$ cat src/rtl/conv_layer_scheduler_if.sv
// Bus bundle between the layer scheduler, its conv engine, bias memory and output buffer.
// Signal names are from the scheduler's point of view: i_* flow into it, o_* flow out.
interface conv_layer_scheduler_if #(
    parameter int DATA_WIDTH       = 32,
    parameter int NUMBER_OF_FILTER = 4,
    parameter int OUT_PIXELS       = 9
);
    localparam int FW = (NUMBER_OF_FILTER > 1) ? $clog2(NUMBER_OF_FILTER) : 1;
    localparam int AW = (NUMBER_OF_FILTER * OUT_PIXELS > 1) ? $clog2(NUMBER_OF_FILTER * OUT_PIXELS) : 1;

    logic                  i_start;
    logic                  o_busy;
    logic                  o_done;
    logic                  o_error;
    logic                  o_bias_rd_en;
    logic [FW-1:0]         o_bias_rd_addr;
    logic [DATA_WIDTH-1:0] i_bias_rd_data;
    logic                  o_conv_valid;
    logic [DATA_WIDTH-1:0] o_conv_bias;
    logic [FW-1:0]         o_conv_kernel_sel;
    logic [DATA_WIDTH-1:0] i_conv_data;
    logic                  i_conv_valid;
    logic                  o_wr_en;
    logic [AW-1:0]         o_wr_addr;
    logic [DATA_WIDTH-1:0] o_wr_data;

    modport master (
        input  i_start, i_bias_rd_data, i_conv_data, i_conv_valid,
        output o_busy, o_done, o_error, o_bias_rd_en, o_bias_rd_addr,
               o_conv_valid, o_conv_bias, o_conv_kernel_sel,
               o_wr_en, o_wr_addr, o_wr_data
    );

    modport slave (
        output i_start, i_bias_rd_data, i_conv_data, i_conv_valid,
        input  o_busy, o_done, o_error, o_bias_rd_en, o_bias_rd_addr,
               o_conv_valid, o_conv_bias, o_conv_kernel_sel,
               o_wr_en, o_wr_addr, o_wr_data
    );
endinterface

$ cat src/rtl/conv_layer_scheduler.sv
// Runs one conv layer through a shared 3x3xC engine, one output filter at a time:
// bias fetch, engine start, pixel collection into the output buffer, with a no-progress timeout.
module conv_layer_scheduler #(
    parameter int DATA_WIDTH       = 32,
    parameter int NUMBER_OF_FILTER = 4,
    parameter int OUT_PIXELS       = 9,
    parameter int GAP_CYCLES       = 2,
    parameter int TIMEOUT_CYCLES   = 1024
) (
    input  logic                  clk,
    input  logic                  rst_n,
    conv_layer_scheduler_if.master bus
);
    localparam int FW = (NUMBER_OF_FILTER > 1) ? $clog2(NUMBER_OF_FILTER) : 1;
    localparam int AW = (NUMBER_OF_FILTER * OUT_PIXELS > 1) ? $clog2(NUMBER_OF_FILTER * OUT_PIXELS) : 1;
    localparam int PW = (OUT_PIXELS > 1) ? $clog2(OUT_PIXELS) : 1;
    localparam int TW = $clog2(TIMEOUT_CYCLES + 1);
    localparam int GW = (GAP_CYCLES > 0) ? $clog2(GAP_CYCLES + 1) : 1;

    localparam logic [FW-1:0] LAST_FILTER = FW'(NUMBER_OF_FILTER - 1);
    localparam logic [PW-1:0] LAST_PIXEL  = PW'(OUT_PIXELS - 1);
    localparam logic [TW-1:0] TIMEOUT_VAL = TW'(TIMEOUT_CYCLES);
    localparam logic [GW-1:0] GAP_LAST    = (GAP_CYCLES > 0) ? GW'(GAP_CYCLES - 1) : '0;

    typedef enum logic [2:0] {
        S_IDLE  = 3'd0,
        S_FETCH = 3'd1,
        S_LOAD  = 3'd2,
        S_START = 3'd3,
        S_RUN   = 3'd4,
        S_GAP   = 3'd5,
        S_DONE  = 3'd6
    } state_t;

    state_t                state_q, state_d;
    logic [FW-1:0]         filter_q, filter_d;
    logic [PW-1:0]         pix_q, pix_d;
    logic [AW-1:0]         addr_q, addr_d;
    logic [TW-1:0]         timeout_q, timeout_d;
    logic [GW-1:0]         gap_q, gap_d;
    logic [DATA_WIDTH-1:0] bias_q, bias_d;
    logic                  busy_q, busy_d;
    logic                  done_q, done_d;
    logic                  error_q, error_d;
    logic                  bias_rd_en_q, bias_rd_en_d;
    logic                  conv_valid_q, conv_valid_d;
    logic                  wr_en_q, wr_en_d;
    logic [AW-1:0]         wr_addr_q, wr_addr_d;
    logic [DATA_WIDTH-1:0] wr_data_q, wr_data_d;
    logic [TW-1:0]         timeout_inc_s;

    // Next-state and datapath updates; every output is registered from its _d value.
    always_comb begin
        state_d       = state_q;
        filter_d      = filter_q;
        pix_d         = pix_q;
        addr_d        = addr_q;
        timeout_d     = timeout_q;
        gap_d         = gap_q;
        bias_d        = bias_q;
        error_d       = error_q;
        wr_en_d       = 1'b0;
        wr_addr_d     = wr_addr_q;
        wr_data_d     = wr_data_q;
        timeout_inc_s = timeout_q + TW'(1);

        case (state_q)
            S_IDLE: begin
                if (bus.i_start) begin
                    filter_d = '0;
                    addr_d   = '0;
                    error_d  = 1'b0;
                    state_d  = S_FETCH;
                end else begin
                    state_d  = S_IDLE;
                end
            end
            S_FETCH: state_d = S_LOAD;
            S_LOAD: begin
                bias_d  = bus.i_bias_rd_data;
                state_d = S_START;
            end
            S_START: begin
                pix_d     = '0;
                timeout_d = '0;
                state_d   = S_RUN;
            end
            S_RUN: begin
                if (bus.i_conv_valid) begin
                    wr_en_d   = 1'b1;
                    wr_addr_d = addr_q;
                    wr_data_d = bus.i_conv_data;
                    timeout_d = '0;
                    if (pix_q == LAST_PIXEL) begin
                        pix_d = '0;
                        // The final address is held rather than stepped past the buffer end.
                        if (filter_q == LAST_FILTER) begin
                            state_d = S_DONE;
                        end else begin
                            filter_d = filter_q + FW'(1);
                            addr_d   = addr_q + AW'(1);
                            gap_d    = '0;
                            state_d  = (GAP_CYCLES == 0) ? S_FETCH : S_GAP;
                        end
                    end else begin
                        pix_d  = pix_q + PW'(1);
                        addr_d = addr_q + AW'(1);
                    end
                end else if (timeout_inc_s == TIMEOUT_VAL) begin
                    timeout_d = timeout_inc_s;
                    error_d   = 1'b1;
                    state_d   = S_IDLE;
                end else begin
                    timeout_d = timeout_inc_s;
                end
            end
            S_GAP: begin
                if (gap_q == GAP_LAST) begin
                    state_d = S_FETCH;
                end else begin
                    gap_d = gap_q + GW'(1);
                end
            end
            S_DONE: state_d = S_IDLE;
            default: state_d = S_IDLE;
        endcase

        busy_d       = (state_d != S_IDLE);
        bias_rd_en_d = (state_d == S_FETCH);
        conv_valid_d = (state_d == S_START);
        done_d       = (state_d == S_DONE);
    end

    // State and output registers, cleared asynchronously.
    always_ff @(posedge clk or negedge rst_n) begin
        if (!rst_n) begin
            state_q      <= S_IDLE;
            filter_q     <= '0;
            pix_q        <= '0;
            addr_q       <= '0;
            timeout_q    <= '0;
            gap_q        <= '0;
            bias_q       <= '0;
            busy_q       <= 1'b0;
            done_q       <= 1'b0;
            error_q      <= 1'b0;
            bias_rd_en_q <= 1'b0;
            conv_valid_q <= 1'b0;
            wr_en_q      <= 1'b0;
            wr_addr_q    <= '0;
            wr_data_q    <= '0;
        end else begin
            state_q      <= state_d;
            filter_q     <= filter_d;
            pix_q        <= pix_d;
            addr_q       <= addr_d;
            timeout_q    <= timeout_d;
            gap_q        <= gap_d;
            bias_q       <= bias_d;
            busy_q       <= busy_d;
            done_q       <= done_d;
            error_q      <= error_d;
            bias_rd_en_q <= bias_rd_en_d;
            conv_valid_q <= conv_valid_d;
            wr_en_q      <= wr_en_d;
            wr_addr_q    <= wr_addr_d;
            wr_data_q    <= wr_data_d;
        end
    end

    assign bus.o_busy            = busy_q;
    assign bus.o_done            = done_q;
    assign bus.o_error           = error_q;
    assign bus.o_bias_rd_en      = bias_rd_en_q;
    assign bus.o_bias_rd_addr    = filter_q;
    assign bus.o_conv_valid      = conv_valid_q;
    assign bus.o_conv_bias       = bias_q;
    assign bus.o_conv_kernel_sel = filter_q;
    assign bus.o_wr_en           = wr_en_q;
    assign bus.o_wr_addr         = wr_addr_q;
    assign bus.o_wr_data         = wr_data_q;
endmodule

$ cat src/flat_wrapper.sv
// flat-port wrapper written by rule: the top's interface ports become plain ports
module conv_layer_scheduler_flat 
#(
    parameter int DATA_WIDTH       = 32,
    parameter int NUMBER_OF_FILTER = 4,
    parameter int OUT_PIXELS       = 9,
    parameter int GAP_CYCLES       = 2,
    parameter int TIMEOUT_CYCLES   = 1024
)
  (clk, rst_n, bus_i_start, bus_i_bias_rd_data, bus_i_conv_data, bus_i_conv_valid, bus_o_busy, bus_o_done, bus_o_error, bus_o_bias_rd_en, bus_o_bias_rd_addr, bus_o_conv_valid, bus_o_conv_bias, bus_o_conv_kernel_sel, bus_o_wr_en, bus_o_wr_addr, bus_o_wr_data);
  conv_layer_scheduler_if #(.DATA_WIDTH(DATA_WIDTH), .NUMBER_OF_FILTER(NUMBER_OF_FILTER), .OUT_PIXELS(OUT_PIXELS)) bus_i ();
  input  logic clk;
  input  logic rst_n;
  input wire logic [$bits(bus_i.i_start)-1:0] bus_i_start;
  input wire logic [$bits(bus_i.i_bias_rd_data)-1:0] bus_i_bias_rd_data;
  input wire logic [$bits(bus_i.i_conv_data)-1:0] bus_i_conv_data;
  input wire logic [$bits(bus_i.i_conv_valid)-1:0] bus_i_conv_valid;
  output wire logic [$bits(bus_i.o_busy)-1:0] bus_o_busy;
  output wire logic [$bits(bus_i.o_done)-1:0] bus_o_done;
  output wire logic [$bits(bus_i.o_error)-1:0] bus_o_error;
  output wire logic [$bits(bus_i.o_bias_rd_en)-1:0] bus_o_bias_rd_en;
  output wire logic [$bits(bus_i.o_bias_rd_addr)-1:0] bus_o_bias_rd_addr;
  output wire logic [$bits(bus_i.o_conv_valid)-1:0] bus_o_conv_valid;
  output wire logic [$bits(bus_i.o_conv_bias)-1:0] bus_o_conv_bias;
  output wire logic [$bits(bus_i.o_conv_kernel_sel)-1:0] bus_o_conv_kernel_sel;
  output wire logic [$bits(bus_i.o_wr_en)-1:0] bus_o_wr_en;
  output wire logic [$bits(bus_i.o_wr_addr)-1:0] bus_o_wr_addr;
  output wire logic [$bits(bus_i.o_wr_data)-1:0] bus_o_wr_data;
  assign bus_i.i_start = bus_i_start;
  assign bus_i.i_bias_rd_data = bus_i_bias_rd_data;
  assign bus_i.i_conv_data = bus_i_conv_data;
  assign bus_i.i_conv_valid = bus_i_conv_valid;
  assign bus_o_busy = bus_i.o_busy;
  assign bus_o_done = bus_i.o_done;
  assign bus_o_error = bus_i.o_error;
  assign bus_o_bias_rd_en = bus_i.o_bias_rd_en;
  assign bus_o_bias_rd_addr = bus_i.o_bias_rd_addr;
  assign bus_o_conv_valid = bus_i.o_conv_valid;
  assign bus_o_conv_bias = bus_i.o_conv_bias;
  assign bus_o_conv_kernel_sel = bus_i.o_conv_kernel_sel;
  assign bus_o_wr_en = bus_i.o_wr_en;
  assign bus_o_wr_addr = bus_i.o_wr_addr;
  assign bus_o_wr_data = bus_i.o_wr_data;
  conv_layer_scheduler #(.DATA_WIDTH(DATA_WIDTH), .NUMBER_OF_FILTER(NUMBER_OF_FILTER), .OUT_PIXELS(OUT_PIXELS), .GAP_CYCLES(GAP_CYCLES), .TIMEOUT_CYCLES(TIMEOUT_CYCLES)) u_core (.clk(clk), .rst_n(rst_n), .bus(bus_i));
endmodule
$ cat config.mk
export PLATFORM = sky130hd
export DESIGN_NAME = conv_layer_scheduler_flat
export DESIGN_NICKNAME = d
export VERILOG_FILES = /design/src/rtl/conv_layer_scheduler_if.sv /design/src/rtl/conv_layer_scheduler.sv /design/src/flat_wrapper.sv
export SDC_FILE = /design/constraint.sdc
export NUM_CORES = 1
export LEC_CHECK = 0
export BUFFER_PORTS_ARGS = -buffer_cell sky130_fd_sc_hd__buf_4
export CORE_UTILIZATION = 45
export CTS_CLUSTER_SIZE = 28
export DETAILED_ROUTE_END_ITERATION = 16
export PLACE_DENSITY = 0.76
export SLEW_MARGIN = 20
export SYNTH_ARGS = -nofsm -noshare
export SYNTH_HDL_FRONTEND = slang
export SYNTH_SLANG_ARGS = --single-unit
export TNS_END_PERCENT = 100
$ cat constraint.sdc
create_clock -name clk -period 2.44 [get_ports clk]
set_clock_uncertainty 0.2 [all_clocks]
set_input_delay 0.122 -clock clk [delete_from_list [all_inputs] [get_ports clk]]
set_output_delay 0.122 -clock clk [all_outputs]
set_load 0.01 [all_outputs]
==> flow_summary.toml, run 1 <==
[finish]
syn_to_final_growth_pct = 47.0
nFillCells = 682
multi_input_area_mm2 = 0.00168
nNetsFinal = 628
layout-drive-gt1-share = 0.432
layout_common_cells = "buf_4 (151), dfrtp_1 (104), dlygate4sd3_1 (67), mux2_2 (65), nor2_1 (20)"
seq_area_mm2 = 0.00260
diodes = 0
mostFrequentLayoutCell = "buf_4"
finish.utilization = 0.691

[worst_setup_path]
start_kind = "register"
endpoint_kind = "register"
required_ns = 2.54
setup.worst_path.class = "reg -> reg"
crit_fanout = 7
crit_arrival_ns = 2.30

[placed_design]
port_buffers = 147
place.gp.congestion = 0.804
hpwl_um = 6860

[power]
power.density_mw_per_mm2 = 1040
leakage_nw = 2.97
peakVddDrop_mv = 0.538

[drt]
drc = 0
via_count = 3500
drtIter0Drc = 59
routed_wl_um = 10500
ant_nets = 0
drtPass1Iterations = 5
post_drt_wl_per_cell_um = 15.3
vias_per_cell = 5.09

[clock_tree]
ctsHtreeMaxLevel = 3
cts_tree = "yes"
clk_latency_ns = 0.37
path_clk_slew_ns = 0.10
ctsResizeCount = 0
clockBufferDepth = 2
cts_buffers = 9
cts.sinks = 104
cts-root-buf = "clkbuf_8"

[hold_path]
hold_path_class = "in -> async"

[floorplanning]
ios = 148
core_region_area_mm2 = 0.00937
fp.dieW_um = 101
core.rowCount = 35
initial_utilization = 0.470
dieArea_mm2 = 0.0102
fp.dieH_um = 101

[global_routing]
antenna_found_initial = 0
grtUsageTotal = 0.215
overflow = 0
grt_max_degree = 54
grt_pass1_vias = 3557
grt_pass1_wl_um = 16900

[yosys]
yosysUniqueCellTypes = 51
synth_area_mm2 = 0.00441
synth_area_leaders = "dfrtp_1 (59%), mux2_2 (17%), o21ai_0 (2.0%)"
ys_seq_area_frac = 0.590
netlist_instances = 340
async_flop_share = 1.00
netlist.area_leader.share = 0.590
syn_nets = 414
synth_warnings = 0
syn_avg_cell_area_um2 = 13.0
synth_edf_count = 0
yosys_most_used_dff = "dfrtp_1"
synth_top_cell_by_area = "dfrtp_1"
ys_ff_latch = 104

[timing]
timing.final.crit_share = 0.902
worst_pin_slew_ns = 0.732
setup_viol = 0
slew_headroom = 0.510
hold_viol_final = 0
finalSetupTns_ns = 0
slew_violations = 0
rsz0062_at_grt = "false"
fmax_ghz = 0.454
period_needed_ns = 2.20

[run]
maxCapViolations = 0

[status]
status = "finished, final reports clean"
-- worst max-delay path, cell delays in order (launching register included) --
cell and delay [ns]:
dfrtp_1 0.44, ha_1 0.25, nand2_2 0.12, o41a_1 0.45, or4_1 0.52, a21oi_1 0.16
-- cells in the mapped netlist, drive strengths merged, types with 2 or more instances --
master and count:
dfrtp 104, mux2 70, o21ai 24, nand2 20
nor2 20, buf 13, nand3 10, a21oi 9
inv 7, ha 6, nor3 6, nand4 5
clkbuf 4, nor3b 3, o31ai 3, xor2 3
a32o 2, and2 2, nand3b 2, nor4b 2
o22ai 2, o41ai 2, xnor2 2
-- path summary, 6_finish.rpt --
check                                           start                    endpoint  slack (ns)  cells after the start
max in group asynchronous                       rst_n    u_core.bus.o_wr_data[19]        1.25                      3
hold reg to reg            u_core.bus.o_conv_bias[19]  u_core.bus.o_conv_bias[19]        0.30                      1
hold / removal                                  rst_n     u_core.bus.o_wr_data[5]        0.13                      2
setup / recovery                  u_core.timeout_q[0]          u_core.bus.o_error        0.24                      5
setup reg to reg                  u_core.timeout_q[0]          u_core.bus.o_error        0.24                      5
min in group clk           u_core.bus.o_conv_bias[19]  u_core.bus.o_conv_bias[19]        0.30                      1
-- registers in the layout, summed over array words and instances (netlist names) --
| register | count |
|---|---|
| u_core.gap_q | 2 |
| u_core.bus.o_error | 1 |
| u_core.state_q | 3 |
| u_core.bus.o_busy | 1 |
| u_core.pix_q | 4 |
| u_core.bus.o_bias_rd_addr | 2 |
| u_core.bus.o_wr_addr | 6 |
| u_core.bus.o_wr_data | 32 |
| u_core.bus.o_done | 1 |
| u_core.bus.o_conv_valid | 1 |
| u_core.timeout_q | 11 |
| u_core.bus.o_bias_rd_en | 1 |
| u_core.bus.o_conv_bias | 32 |
| u_core.addr_q | 6 |
| u_core.bus.o_wr_en | 1 |
-- per-stage QoR --
stage	instance area [µm²]	instances	power (W)	hold WS, ns	setup slack (ns)
6_report	6480	687	0.00675	0.131	0.239
5_1_grt	6480	687	0.00720	0.187	0.126
4_1_cts	6480	687	0.00678	0.142	0.255
3_5_place_dp	5640	605	0.00571	0.00666	0.275
3_3_place_gp	5640	605	0.00558	0.00249	0.344
2_1_floorplan	4410	340	0.00436	-0.374	0.406
-- final cells by class --
| type | instances | area share |
|---|---|---|
| well taps | 129 | 0.0249 |
| clock inverters | 5 | 0.00637 |
| repair buffers | 220 | 0.285 |
| multi-input cells | 212 | 0.259 |
| clock buffers | 10 | 0.0197 |
| flip-flops and latches | 104 | 0.402 |
| inverters | 7 | 0.00406 |
-- cells by family (layout without fill, tap and decap cells) --
kind of cell             after synthesis  after routing  synth area share
AND/OR/NAND/NOR                       81             81             0.103
multiplexers                          70             70             0.179
adder cells (fa/ha/maj)                6              6            0.0170
flip-flops                           104            104             0.590
AO/OA/AOI/OAI                         50             50            0.0695
buffers and inverters                 24            242            0.0309
XOR/XNOR                               5              5           0.00994
-- power by group --
part | internal [W] | switching [W]
sequential | 0.00242 | 0.000496
combinational | 0.00164 | 0.00122
clock | 0.000376 | 0.000600
-- layer usage --
metal  up-vias  global-route usage  wire length [µm]
li1       1639                   -                 -
met1      1703               0.250              4240
met2       135               0.375              5290
met3        23              0.0603               773
met4         0              0.0836               235
met5         -                   0                 0
-- repair_timing --
item	4_1_cts	5_1_grt
endpoints found under the hold margin	125	0
hold buffers	67	0
setup buffers	0	0
Note: power is estimated with default switching activity, not from simulation.
==> run 2: changes to the inputs <==
==> constraint.sdc (replaced) <==
create_clock -name clk -period 2.44 [get_ports clk]
set_clock_uncertainty 0.2 [all_clocks]
set_input_delay 0 -clock clk [delete_from_list [all_inputs] [get_ports clk]]
set_output_delay 0 -clock clk [all_outputs]
set_load 0.01 [all_outputs]
==> run 2 against run 1 <==
Compared with the run above: final area grew 0.27%; register-to-register slack got worse by 0.03 ns; clock-buffer cell count is the same; first-iteration DRC count up 29%; core utilization rose by 0.19 points; sequential share of layout area fell by 0.11 points; critical path type unchanged.
==> flow_summary.toml, run 2 (synthesis gave the netlist of run 1 again) <==
[finish]
diodes = 0
layout_common_cells = "buf_4 (151), dfrtp_1 (104), dlygate4sd3_1 (67), mux2_2 (65), nor2_1 (20)"
syn_to_final_growth_pct = 47.4
finish.utilization = 0.693
nFillCells = 669
nNetsFinal = 628
layout-drive-gt1-share = 0.435
mostFrequentLayoutCell = "buf_4"

[timing]
timing.final.crit_share = 0.916
slew_violations = 0
fmax_ghz = 0.447
worst_pin_slew_ns = 0.740
setup_viol = 0
hold_viol_final = 0
rsz0062_at_grt = "false"
finalSetupTns_ns = 0
period_needed_ns = 2.24
slew_headroom = 0.505

[clock_tree]
clk_latency_ns = 0.36
ctsHtreeMaxLevel = 3
cts_setup_buffers = 0
ctsResizeCount = 0
cts_tree = "yes"
clockBufferDepth = 2
cts_buffers = 9
cts.sinks = 104
cts_hold_buf = 67
path_clk_slew_ns = 0.10
cts-root-buf = "clkbuf_8"

[power]
leakage_nw = 2.99
power.density_mw_per_mm2 = 1050
total_power_w = 0.00683
peakVddDrop_mv = 0.587

[drt]
drtPass1Iterations = 4
routed_wl_um = 11000
drc = 0
ant_nets = 0
vias_per_cell = 5.10
drtIter0Drc = 76
via_count = 3506
post_drt_wl_per_cell_um = 16.0

[global_routing]
antenna_found_initial = 0
overflow = 0
grt_max_degree = 49
grt_pass1_vias = 3547
grtUsageTotal = 0.219
grt_pass1_wl_um = 17200

[run]
maxCapViolations = 0

[worst_setup_path]
cpPeakStageDelay_ns = 0.52
start_kind = "register"
crit_arrival_ns = 2.32
cp_cell_sequence = "ha_1 > nand2_2 > o41a_1 > or4_1 > a21oi_1"
setup.worst_path.class = "reg -> reg"
ff2ff_path_depth = 5
required_ns = 2.52
path_delay_family = "simple AND/OR/NAND/NOR gates"
critPathBufInv = 0
endpoint_kind = "register"
crit_fanout = 7
slowest_stage = "or4_1"
reg2reg_slack_ns = 0.20
reg2reg_from = "u_core.timeout_q[0]"
r2r-end = "u_core.bus.o_error"

[floorplanning]
fp.dieH_um = 101
ios = 148
initial_utilization = 0.470
core_region_area_mm2 = 0.00937
fp.dieW_um = 101
core.rowCount = 35
dieArea_mm2 = 0.0102

[placed_design]
port_buffers = 147
hpwl_um = 6930
place.gp.congestion = 0.791

[status]
status = "finished, final reports clean"

[hold_path]
hold_path_class = "in -> async"
[run 2: worst reg2reg max path, stage by stage (launching register included)]
cell     delay, ns
dfrtp_1       0.45
ha_1          0.25
nand2_2       0.12
o41a_1        0.45
or4_1         0.52
a21oi_1       0.17
[run 2: how the worst max path moves through the flow]
| stage | startpoint | end | slack, ns | depth (start not counted) |
|---|---|---|---|---|
| floorplan | u_core.timeout_q[0] | u_core.bus.o_error | 0.41 | 5 |
| global placement | u_core.timeout_q[0] | u_core.bus.o_error | 0.34 | 5 |
| detailed placement | u_core.timeout_q[0] | u_core.bus.o_error | 0.26 | 5 |
| CTS | u_core.timeout_q[0] | u_core.bus.o_error | 0.24 | 5 |
| global route | u_core.timeout_q[0] | u_core.bus.o_error | 0.14 | 5 |
| finish | u_core.timeout_q[0] | u_core.bus.o_error | 0.20 | 5 |
[run 2: final cells by class]
| type | instances | area [µm²] | area share |
|---|---|---|---|
| flip-flops and latches | 104 | 2600 | 0.401 |
| repair buffers | 220 | 1840 | 0.284 |
| multi-input cells | 212 | 1680 | 0.258 |
| well taps | 129 | 161 | 0.0248 |
| clock buffers | 10 | 138 | 0.0212 |
| clock inverters | 6 | 48.8 | 0.00751 |
| inverters | 7 | 26.3 | 0.00404 |
[run 2: layer usage]
layer	share of wire	track usage	vias up	wire length, µm
met4	0.020	0.0870	0	218
met1	0.40	0.251	1709	4420
met5	0	0	-	0
met2	0.51	0.398	136	5640
met3	0.067	0.0472	18	738
li1	-	-	1643	-
[run 2: where the power goes]
| group | internal, W | switching, W |
|---|---|---|
| clock network | 0.000413 | 0.000616 |
| registers | 0.00242 | 0.000500 |
| logic | 0.00164 | 0.00124 |
| total | 0.00448 | 0.00235 |
[run 2: stage by stage]
| step | hold WS (ns) | cell area [µm²] | worst slack, ns | cells |
|---|---|---|---|---|
| after detailed placement | -0.141 | 5640 | 0.264 | 605 |
| after global placement | -0.152 | 5640 | 0.343 | 605 |
| final | 0.00988 | 6500 | 0.205 | 688 |
| after floorplan | -0.496 | 4410 | 0.406 | 340 |
| after global routing | 0.0647 | 6500 | 0.135 | 688 |
| after CTS | 0.0139 | 6500 | 0.236 | 688 |
==> run 3: changes to the inputs <==
--- a/config.mk
+++ b/config.mk
@@ -5,11 +5,13 @@
 export SDC_FILE = /design/constraint.sdc
 export NUM_CORES = 1
 export LEC_CHECK = 0
+export ABC_AREA = 1
 export BUFFER_PORTS_ARGS = -buffer_cell sky130_fd_sc_hd__buf_4
+export CORE_ASPECT_RATIO = 0.9
 export CORE_UTILIZATION = 45
 export CTS_CLUSTER_SIZE = 28
 export DETAILED_ROUTE_END_ITERATION = 16
-export PLACE_DENSITY = 0.76
+export PLACE_DENSITY = 0.75
 export SLEW_MARGIN = 20
 export SYNTH_ARGS = -nofsm -noshare
 export SYNTH_HDL_FRONTEND = slang
==> run 3 against run 2 <==
Compared with the run above: flip-flop and latch count unchanged; core utilization fell by 0.92 points; worst hold slack better by 0.15 ns; via count up 23%; combinational power decreased by 3%; power down 2.0%; setup slack improved by 0.32 ns; critical path type unchanged; critical endpoint is now u_core.bus.o_bias_rd_en; largest cell class unchanged.
==> flow_summary.toml, run 3 <==
[power]
leakage_nw = 3.54
total_power_w = 0.00669
peakVddDrop_mv = 0.615
power.density_mw_per_mm2 = 1010

[clock_tree]
cts_setup_buffers = 0
clk_latency_ns = 0.37
cts_tree = "yes"
cts_buffers = 9
path_clk_slew_ns = 0.10
clockBufferDepth = 2
ctsResizeCount = 0
ctsHtreeMaxLevel = 3
cts.sinks = 104
cts-root-buf = "clkbuf_8"

[timing]
setup_viol = 0
hold_ws_ns = 0.162
hold_viol_final = 0
period_needed_ns = 1.92
worst_pin_slew_ns = 0.412
fmax_ghz = 0.522
finalSetupTns_ns = 0
slew_violations = 0
timing.final.crit_share = 0.785
slew_headroom = 0.725
rsz0062_at_grt = "false"

[global_routing]
grt_pass1_wl_um = 19800
grt_pass1_vias = 4277
grt_max_degree = 43
overflow = 0
grtUsageTotal = 0.242
antenna_found_initial = 0

[hold_path]
hold_path_class = "in -> reg"
hp-start = "bus_i_conv_data[1]"

[yosys]
synth_area_leaders = "dfrtp_1 (58%), nand2_1 (22%), inv_1 (3.0%)"
yosysMostFrequentCell = "nand2_1"
synth_warnings = 0
syn_nets = 609
yosys_most_used_dff = "dfrtp_1"
synth_area_mm2 = 0.00449
netlist.area_leader.share = 0.580
yosysUniqueCellTypes = 29
async_flop_share = 1.00
synth_edf_count = 0
netlist_instances = 535
netlist_top_cells_count = "nand2_1 (264), dfrtp_1 (104), inv_1 (36)"
syn_avg_cell_area_um2 = 8.39
synth_top_cell_by_area = "dfrtp_1"
ys_seq_area_frac = 0.580
ys_ff_latch = 104

[finish]
seq_area_mm2 = 0.00260
diodes = 0
multi_input_area_mm2 = 0.00167
layout-drive-gt1-share = 0.248
nNetsFinal = 827
layout_common_cells = "nand2_1 (264), buf_4 (154), dfrtp_1 (104), dlygate4sd3_1 (68), inv_1 (36)"
nFillCells = 727
syn_to_final_growth_pct = 47.8
mostFrequentLayoutCell = "nand2_1"
stdcell_count = 884

[drt]
drc = 0
routed_wl_um = 11800
ant_nets = 0
drtIter0Drc = 230
vias_per_cell = 4.89
drtPass1Iterations = 4
post_drt_wl_per_cell_um = 13.4
via_count = 4322

[placed_design]
hpwl_um = 7610
place.gp.congestion = 0.879
port_buffers = 147
dp_cells = 799

[floorplanning]
fp.dieW_um = 107
core_region_area_mm2 = 0.00970
ios = 148
dieArea_mm2 = 0.0104
initial_utilization = 0.463
fp.dieH_um = 96.8
core.rowCount = 34

[worst_setup_path]
path_delay_family = "simple AND/OR/NAND/NOR gates"
crit_top_cell = "nand2_1"
required_ns = 2.54
start_kind = "register"
r2r-end = "u_core.bus.o_bias_rd_en"
reg2reg_slack_ns = 0.52
slowest_stage = "dfrtp_1"
cp_cell_sequence = "ha_1 > nand3_1 > nor2_2 > nand2_1 > nand2_1 > nand2_1 > nor2_1 > nand3_1 > nand2_1 > nand2_1 > nor2_1"
crit_fanout = 5
cpPeakStageDelay_ns = 0.41
crit_arrival_ns = 2.02
reg2reg_from = "u_core.timeout_q[1]"
critPathBufInv = 0
endpoint_kind = "register"
setup.worst_path.class = "reg -> reg"
endpoint = "u_core.bus.o_bias_rd_en"
cp_num_cells = 11
ff2ff_path_depth = 11
crit_start = "u_core.timeout_q[1]"

[run]
maxCapViolations = 0

[status]
status = "finished, final reports clean"
run 3: changes by cell type in the layout (fill, tap and decap cells not counted), moves of 4 or more:
cell | previous run | this run
inv_1 | 7 | 36
mux2_1 | 5 | 0
mux2_2 | 65 | 0
nand2_1 | 19 | 264
nand2_4 | 0 | 4
nand3_1 | 10 | 24
nor3_1 | 6 | 0
o21ai_1 | 6 | 0
o22ai_1 | 2 | 6
run 3: final cells by class:
| class | instances | share of cell area |
|---|---|---|
| Clock buffer | 10 | 0.0192 |
| Tap cell | 126 | 0.0238 |
| Timing Repair Buffer | 223 | 0.280 |
| Inverter | 40 | 0.0234 |
| Multi-Input combinational cell | 375 | 0.251 |
| Clock inverter | 6 | 0.0104 |
| Sequential cell | 104 | 0.392 |
run 3: worst min-delay path by stage:
stage,to,slack (ns),depth (start not counted)
after floorplan,u_core.addr_q[0],-0.50,0
after global placement,u_core.bus.o_wr_data[1],-0.24,1
after detailed placement,u_core.bus.o_wr_data[8],-0.24,1
after CTS,u_core.bus.o_conv_bias[19],0.14,4
after global routing,u_core.bus.o_wr_data[1],0.15,4
final,u_core.bus.o_wr_data[1],0.16,4
run 3: metal layers:
layer  wire (µm)  track usage
met1        4760        0.293
met4         263       0.0854
met3         941       0.0674
met2        5860        0.412
met5           0            0
run 3: kinds of logic (layout without fill, tap and decap cells):
| family | Yosys count | after routing | share of synthesized area |
|---|---|---|---|
| buf+inv | 56 | 279 | 0.0507 |
| fa+ha+maj | 6 | 6 | 0.0167 |
| compound gates | 38 | 38 | 0.0488 |
| xor+xnor | 1 | 1 | 0.00195 |
| simple gates | 330 | 330 | 0.302 |
| flops | 104 | 104 | 0.580 |
run 3: timing repair:
| action | CTS | global route |
|---|---|---|
| endpoints found under the hold margin | 195 | 0 |
| hold buffers | 69 | 0 |
| setup endpoints to repair | 0 | 0 |
run 3: where the power goes:
| part | switching, W | total [W] | internal, W |
|---|---|---|---|
| combinational | 0.00152 | 0.00280 | 0.00129 |
| sequential | 0.000438 | 0.00281 | 0.00237 |
| clock | 0.000598 | 0.00108 | 0.000480 |
| total | 0.00255 | 0.00669 | 0.00414 |
run 3: worst register-to-register path: stages, from the launching register on:
cell and delay [ns]:
dfrtp_1 0.41, ha_1 0.20, nand3_1 0.14, nor2_2 0.21
nand2_1 0.09, nand2_1 0.10, nand2_1 0.06, nor2_1 0.10
nand3_1 0.10, nand2_1 0.09, nand2_1 0.07, nor2_1 0.09
run 3: through the flow:
step	setup WS (ns)	util	area (µm²)
6_report	0.524	0.684	6630
5_1_grt	0.326	0.684	6630
3_5_place_dp	0.569	0.591	5740
3_3_place_gp	0.656	0.591	5740
2_1_floorplan	0.792	-	4490
4_1_cts	0.551	0.684	6630
